==> src/rtl/sequence_controller_pkg.sv <==
// Shared types and constants for the HALT/RUN instruction sequence controller.
package sequence_controller_pkg;

  typedef enum logic {
    HALT = 1'b0,
    RUN  = 1'b1
  } state_t;

  localparam int SC_W    = 4;
  localparam int T_COUNT = 16;
  localparam int OP_W    = 3;
  localparam int DEC_W   = 8;

  localparam int IR_I_BIT   = 15;
  localparam int IR_OP_HI   = 14;
  localparam int IR_OP_LO   = 12;
  localparam int IR_HLT_BIT = 0;

  localparam logic [SC_W-1:0] SC_ONE = SC_W'(1);
  localparam logic [SC_W-1:0] SC_MAX = SC_W'(15);
  // Steps at which the IR is sampled and the HLT opcode is acted on.
  localparam logic [SC_W-1:0] T_LOAD = SC_W'(2);
  localparam logic [SC_W-1:0] T_HLT  = SC_W'(3);

  localparam logic [T_COUNT-1:0] T_ONE = T_COUNT'(1);

endpackage

==> src/rtl/sequence_controller_op_decoder.sv <==
// 3-to-8 one-hot opcode decoder feeding the latched D0..D7 register.
module op_decoder
  import sequence_controller_pkg::*;
(
  input  logic [OP_W-1:0]  op_i,
  output logic [DEC_W-1:0] dec_o
);

  always_comb begin
    dec_o       = '0;
    dec_o[op_i] = 1'b1;
  end

endmodule

==> src/rtl/sequence_controller.sv <==
// Sequence controller: HALT/RUN FSM, 4-bit sequence counter with one-hot T
// decode, latched opcode decode, pending-stop handling and sticky overrun flag.
module sequence_controller
  import sequence_controller_pkg::*;
(
  input  logic                clk,
  input  logic                rst_n,
  input  logic                start_i,
  input  logic                stop_i,
  input  logic                stall_i,
  input  logic                sc_clr_i,
  input  logic [15:0]         ir_i,
  output logic [T_COUNT-1:0]  t_o,
  output logic [DEC_W-1:0]    d_o,
  output logic                i_o,
  output logic                running_o,
  output logic                err_o
);

  state_t            state_q, state_d;
  logic [SC_W-1:0]   sc_q, sc_d;
  logic [DEC_W-1:0]  d_q, d_d;
  logic              i_q, i_d;
  logic              err_q, err_d;
  logic              pendStop_q, pendStop_d;

  logic [DEC_W-1:0]  decOut;
  logic              isRun;
  logic              loadIr;
  logic              hltHit;

  op_decoder u_opDecoder (
    .op_i  (ir_i[IR_OP_HI:IR_OP_LO]),
    .dec_o (decOut)
  );

  always_ff @(posedge clk or negedge rst_n) begin
    if (!rst_n) begin
      state_q    <= HALT;
      sc_q       <= '0;
      d_q        <= '0;
      i_q        <= 1'b0;
      err_q      <= 1'b0;
      pendStop_q <= 1'b0;
    end else begin
      state_q    <= state_d;
      sc_q       <= sc_d;
      d_q        <= d_d;
      i_q        <= i_d;
      err_q      <= err_d;
      pendStop_q <= pendStop_d;
    end
  end

  always_comb begin
    state_d    = state_q;
    sc_d       = sc_q;
    err_d      = err_q;
    pendStop_d = pendStop_q;

    isRun  = (state_q == RUN);
    loadIr = isRun && (sc_q == T_LOAD) && !stall_i;
    hltHit = isRun && d_q[DEC_W-1] && !i_q && (sc_q == T_HLT) &&
             ir_i[IR_HLT_BIT] && !stall_i;

    d_d = loadIr ? decOut : d_q;
    i_d = loadIr ? ir_i[IR_I_BIT] : i_q;

    unique case (state_q)
      HALT: begin
        // A stop arriving with the start is remembered for the first boundary.
        if (start_i) begin
          state_d    = RUN;
          sc_d       = '0;
          err_d      = 1'b0;
          pendStop_d = stop_i;
        end
      end
      RUN: begin
        if (stop_i) begin
          pendStop_d = 1'b1;
        end
        if (sc_clr_i || hltHit) begin
          sc_d = '0;
          if (hltHit || pendStop_q) begin
            state_d    = HALT;
            pendStop_d = 1'b0;
          end
        end else if (!stall_i) begin
          sc_d = sc_q + SC_ONE;
          if (sc_q == SC_MAX) begin
            err_d = 1'b1;
          end
        end
      end
      default: begin
        state_d = HALT;
      end
    endcase
  end

  assign t_o       = isRun ? (T_ONE << sc_q) : '0;
  assign d_o       = d_q;
  assign i_o       = i_q;
  assign running_o = isRun;
  assign err_o     = err_q;

endmodule

==> config.mk <==
export PLATFORM = sky130hd
export DESIGN_NAME = sequence_controller
export DESIGN_NICKNAME = d
export VERILOG_FILES = /design/src/rtl/sequence_controller_pkg.sv /design/src/rtl/sequence_controller_op_decoder.sv /design/src/rtl/sequence_controller.sv
export SDC_FILE = /design/constraint.sdc
export NUM_CORES = 1
export LEC_CHECK = 0
export CORE_MARGIN = 4
export CORE_UTILIZATION = 39
export DETAILED_ROUTE_END_ITERATION = 10
export PLACE_DENSITY = 0.78
export REMOVE_ABC_BUFFERS = 1
export SYNTH_ARGS = -nofsm -noshare
export SYNTH_HDL_FRONTEND = slang
export SYNTH_SLANG_ARGS = --single-unit
export TNS_END_PERCENT = 5
==> constraint.sdc <==
create_clock -name clk -period 1.85 [get_ports clk]
set_input_delay 0.555 -clock clk [delete_from_list [all_inputs] [get_ports clk]]
set_output_delay 0.555 -clock clk [all_outputs]
set_load 0.005 [all_outputs]
After elaboration in Yosys (flattened, before gate mapping)
Index checks and enable logic that the tools add are counted.

cells by class
  add/subtract/negate cells = 1
  order comparisons = 2
  equal/unequal tests = 8
  shift-type cells = 1
  mux-type cells = 21
  bitwise operators = 1
  reduce and logical (&&, ||, !) cells = 14

operators with widths
  cell                                                                           number
  16-bit 2-to-1 mux                                                              1
  1-bit by 4-bit << shifter with 16-bit output (first input constant)            1
  1-bit 2-to-1 mux                                                               12
  4-bit 2-to-1 mux                                                               3
  4-bit by 2-bit equality test with 1-bit output (second input constant)         2
  1-bit logical AND                                                              8
  4-bit one-hot mux with 2 select lines                                          1
  2-bit != test (second input constant)                                          3
  1-bit one-hot mux with 2 select lines                                          3
  4-bit by 1-bit adder with 4-bit output (second input constant)                 1
  4-bit equality test (second input constant)                                    1
  3-bit by 4-bit less-than comparator with 1-bit output (second input constant)  1
  4-bit AND reduction                                                            1
  1-bit demux with 3-bit select                                                  1
  3-bit by 1-bit >= comparator with 1-bit output (second input constant)         1
  3-bit by 2-bit != test with 1-bit output (second input constant)               1
  1-bit logical NOT                                                              2
  1-bit logical OR                                                               2
  2-bit by 1-bit != test with 1-bit output (second input constant)               1
  2-bit AND reduction                                                            1
  1-bit inverter                                                                 1

word-level totals
  flip-flop bits (word level) = 16
  output and inout bits = 27
  word-level logic and storage cells = 54

Logic depth before layout (Yosys ltp)
  word-level depth = 9
  gate-level depth with buffers = 5

Hierarchy
Synthesis repeated with hierarchy kept, for this count alone.

second synthesis, totals
  cell total of the unflattened synthesis = 102
  area, all modules = 978.4 um2

by module, submodules not included
  module               times used  cells an instance  area an instance (um2)
  sequence_controller  1           94                 913.4
  op_decoder           1           8                  65.1

Least setup slack after synthesis
Ideal clock, no wire load.

  kind = reg2reg
  from = register sc_q[0]
  to = register i_q (netlist: i_o)
  setup time = 0.125 ns
  arrival = 1.471 ns
  required time = 1.725 ns
  setup slack = 0.254 ns
  cell stages (with the launch flop) = 6
  path buffers = 0
  cells stage by stage = dfrtp_1 -> inv_1 -> ha_1 -> nand2b_1 -> nor3_4 -> mux2_2

on the way
  cells in the longest elaborated chain, start to end = 3

RTL lines
  element                                         RTL line                   RTL
  from (decl)                                     sequence_controller.sv:21  logic [SC_W-1:0] sc_q, sc_d;
  from (signal assigned)                          sequence_controller.sv:40  sc_q <= '0;
  from (signal assigned)                          sequence_controller.sv:47  sc_q <= sc_d;
  4-bit by 2-bit equality test with 1-bit output  sequence_controller.sv:62  loadIr = isRun && (sc_q == T_LOAD) && !stall_i;
  1-bit logical AND (2 in a row)                  sequence_controller.sv:62
  to (signal assigned)                            sequence_controller.sv:49  i_q <= i_d;
  to (decl)                                       sequence_controller.sv:23  logic i_q, i_d;

Every way passes these cells.
A chain may end at the register's enable or synchronous reset.

Worst setup path after layout
  from = register sc_q[1]
  to = output port t_o[11]

on the way
  cells in the longest elaborated chain, start to end = 2

RTL lines
  element                                       RTL line                    RTL
  1-bit by 4-bit << shifter with 16-bit output  sequence_controller.sv:102  assign t_o = isRun ? (T_ONE << sc_q) : '0;
  16-bit 2-to-1 mux                             sequence_controller.sv:102
  to (decl)                                     sequence_controller.sv:13   output logic [T_COUNT-1:0] t_o,

Every way passes these cells.

==> run metrics <==
area of the multi-input gates ~640 µm²; Distinct cells, synth 27; Syn Inst Count 101; IO buf count 37; Worst VDD drop 0.6747 mV; CTS tree built; Mean Syn Cell Area roughly 9.6 µm²; initial antenna violation count 0; Max Cap Violations 0; Hold WS approximately 0.52 ns; sequential cell area a little over 400 µm²; Max clock buf depth 2; DRC Markers 0; Reg2Reg Launch Point sc_q[0]$_DFFE_PN0P_; yosys warns 0; DRT antenna net count 0; synthesis-to-finish area growth 68.34%; root buf cell clkbuf_4; fin crit period slightly below 2 ns; standard-cell row count 17; Setup Skew 0.008829 ns; worst reg2reg path depth 9; vias in the first global route ~1100; worst slew pin tran between 0.4 and 0.5 ns; CP Capture Point t_o[11]; Slew Viols, Final 0; CP arrival about 1.4 ns; TritonCTS buffer count 3; GR Util All Layers 0.1794; latest clock arrival within the worst-skew pair roughly 0.29 ns; worst setup path start sc_q[1]$_DFFE_PN0P_; GRT overflow 0; crit path capture type output port; RSZ-0062 raised after global routing true; CP startpoint kind flip-flop; clock-pin transition on the worst setup and hold timing paths roughly 0.080 ns; die footprint ~0.0034 mm²; Starting Density 0.4232; reg-to-reg endpoint d_o[2]$_DFFE_PN0P_; drt initial violations 25; largest net degree at the start of global routing 17; Worst Hold Path Cells 1; setup slack, reg-to-reg -0.01 ns; Chip Width 57.93 µm; Post-Synthesis Cell Area about 970 µm²; asr flop ratio synth 1.000; status complete, but fails checks; final cell count without fillers ~190; final setup violating endpoints 20; Pleak 0.7861 nW; DR pass1 iterations 4; Post-synth EDFFs 0; FF+latch count, synth 16; Final WS setup -0.1133 ns; Critical Path RT about 1.3 ns; Via Count a little under 1000; H-Tree Depth 1; post-DP HPWL 1.916 mm; Seq/Total Area, Yosys 0.4118; crit path max fanout 3; period utilization 1.061; vias per inst roughly 5.2; Final Hold Vio Count 0; Slew headroom 0.7171; Setup Crit Path Kind reg2out; Diodes inserted 0; routed wire length around 2.7 mm; ratio of cells with drive above 1 in the final layout 0.4479; core area between 0.002 and 0.0025 mm²; HP Class reg2reg; violated checks negative setup slack; first-pass GRT wire length 4.712 mm; die height 57.93 µm; maximum clock frequency slightly above 0.5 GHz; final layout net count approximately 190; mean routed wirelength per cell about 14 µm; Placed Cells 180; clk sinks 16; PwrDens approximately 900 mW/mm²; Post-synth top flop dfrtp_1; RD Place Congestion 0.9091; I/O pin cnt about 50; setup_tns -1.048 ns; fill count between 150 and 200
-- sequential cells by signal, indices dropped and copies added, names as in the netlist --
name        count
running_o       1
sc_q            4
d_o             8
pendStop_q      1
err_o           1
i_o             1
-- worst min path at each step --
stage	from	endpoint	slack, ns
final	d_o[3]$_DFFE_PN0P_	d_o[3]$_DFFE_PN0P_	0.52
after floorplan	rst_n	d_o[0]$_DFFE_PN0P_	0.26
after detailed placement	d_o[3]$_DFFE_PN0P_	d_o[3]$_DFFE_PN0P_	0.50
after CTS	d_o[3]$_DFFE_PN0P_	d_o[3]$_DFFE_PN0P_	0.52
after global placement	d_o[1]$_DFFE_PN0P_	d_o[1]$_DFFE_PN0P_	0.50
after global routing	d_o[1]$_DFFE_PN0P_	d_o[1]$_DFFE_PN0P_	0.55
-- synth_stat cells (3+ instances only) --
cell	n	area [µm²]
nand2b_1	4	25.02
inv_1	6	22.52
nor2_1	18	67.56
nor3_1	4	20.02
clkbuf_1	3	11.26
nor3b_1	3	22.52
dfrtp_1	16	400.4
nand2_1	9	33.78
mux2_2	9	101.4
ha_1	6	75.07
-- power by group --
group	leakage, nW	internal (W)	total, W	switching [W]
clock	0.0138	0.0000756	0.000180	0.000104
sequential	0.210	0.000457	0.000556	0.0000985
combinational	0.562	0.000439	0.000734	0.000295
-- cell usage in the layout, fill, tap and decap left out, drive strengths merged, types with 3 or more instances in the layout --
cell	synthesis	final
buf	0	39
clkbuf	3	5
clkdlybuf4s50	0	20
dfrtp	16	16
ha	6	6
inv	6	6
mux2	9	9
nand2	9	9
nand2b	4	4
nor2	18	18
nor3	5	5
nor3b	3	3
-- kinds of logic after synthesis --
kind of cell / share of synthesized area
DFF: 0.4118
adders and majority gates: 0.07722
AOI/OAI and AO/OA: 0.07981
muxes: 0.1248
and+or+nand+nor: 0.2716
buffers and inverters: 0.03475
-- stage by stage --
step / worst slack [ns] / instance area [µm²] / total power (W) / util
6_report: -0.1133 / 1637 / 0.001470 / 0.7124
5_1_grt: -0.1864 / 1637 / 0.001584 / 0.7124
3_5_place_dp: -0.2246 / 1506 / 0.001173 / 0.6558
2_1_floorplan: 0.2544 / 960.9 / 0.0007856 / -
3_3_place_gp: -0.2155 / 1506 / 0.001155 / 0.6558
4_1_cts: -0.1485 / 1609 / 0.001448 / 0.7004
-- metal layers --
layer,share of wire,track usage,up-vias,routed length (µm)
met5,0,0,-,0
met4,0.020,0.06291,0,55
met3,0.079,0.05345,7,212
met2,0.52,0.3323,42,1395
met1,0.38,0.1909,464,1035
li1,-,-,475,-
-- critical path, stage by stage (launching register included) --
cell     delay (ns)
dfrtp_2        0.45
ha_4           0.18
buf_6          0.12
ha_4           0.14
and3_1         0.13
buf_2          0.12
-- timing repair --
| action | 4_1_cts | 5_1_grt |
|---|---|---|
| gates resized for setup | 86 | 9 |
| buffers inserted | 7 | 1 |
| setup endpoints to repair | 17 | 29 |
| pin swaps | 15 | 6 |
| endpoints found under the hold margin | 0 | 0 |
| hold buffers | 0 | 0 |
-- area by class of cell --
class,count,area share
clock buffer,3,0.01376
multi-input combinational,76,0.3937
sequential,16,0.2469
inverter,6,0.01835
tap,28,0.02141
timing repair buffer,62,0.3058
Note: power is estimated with default switching activity, not from simulation.
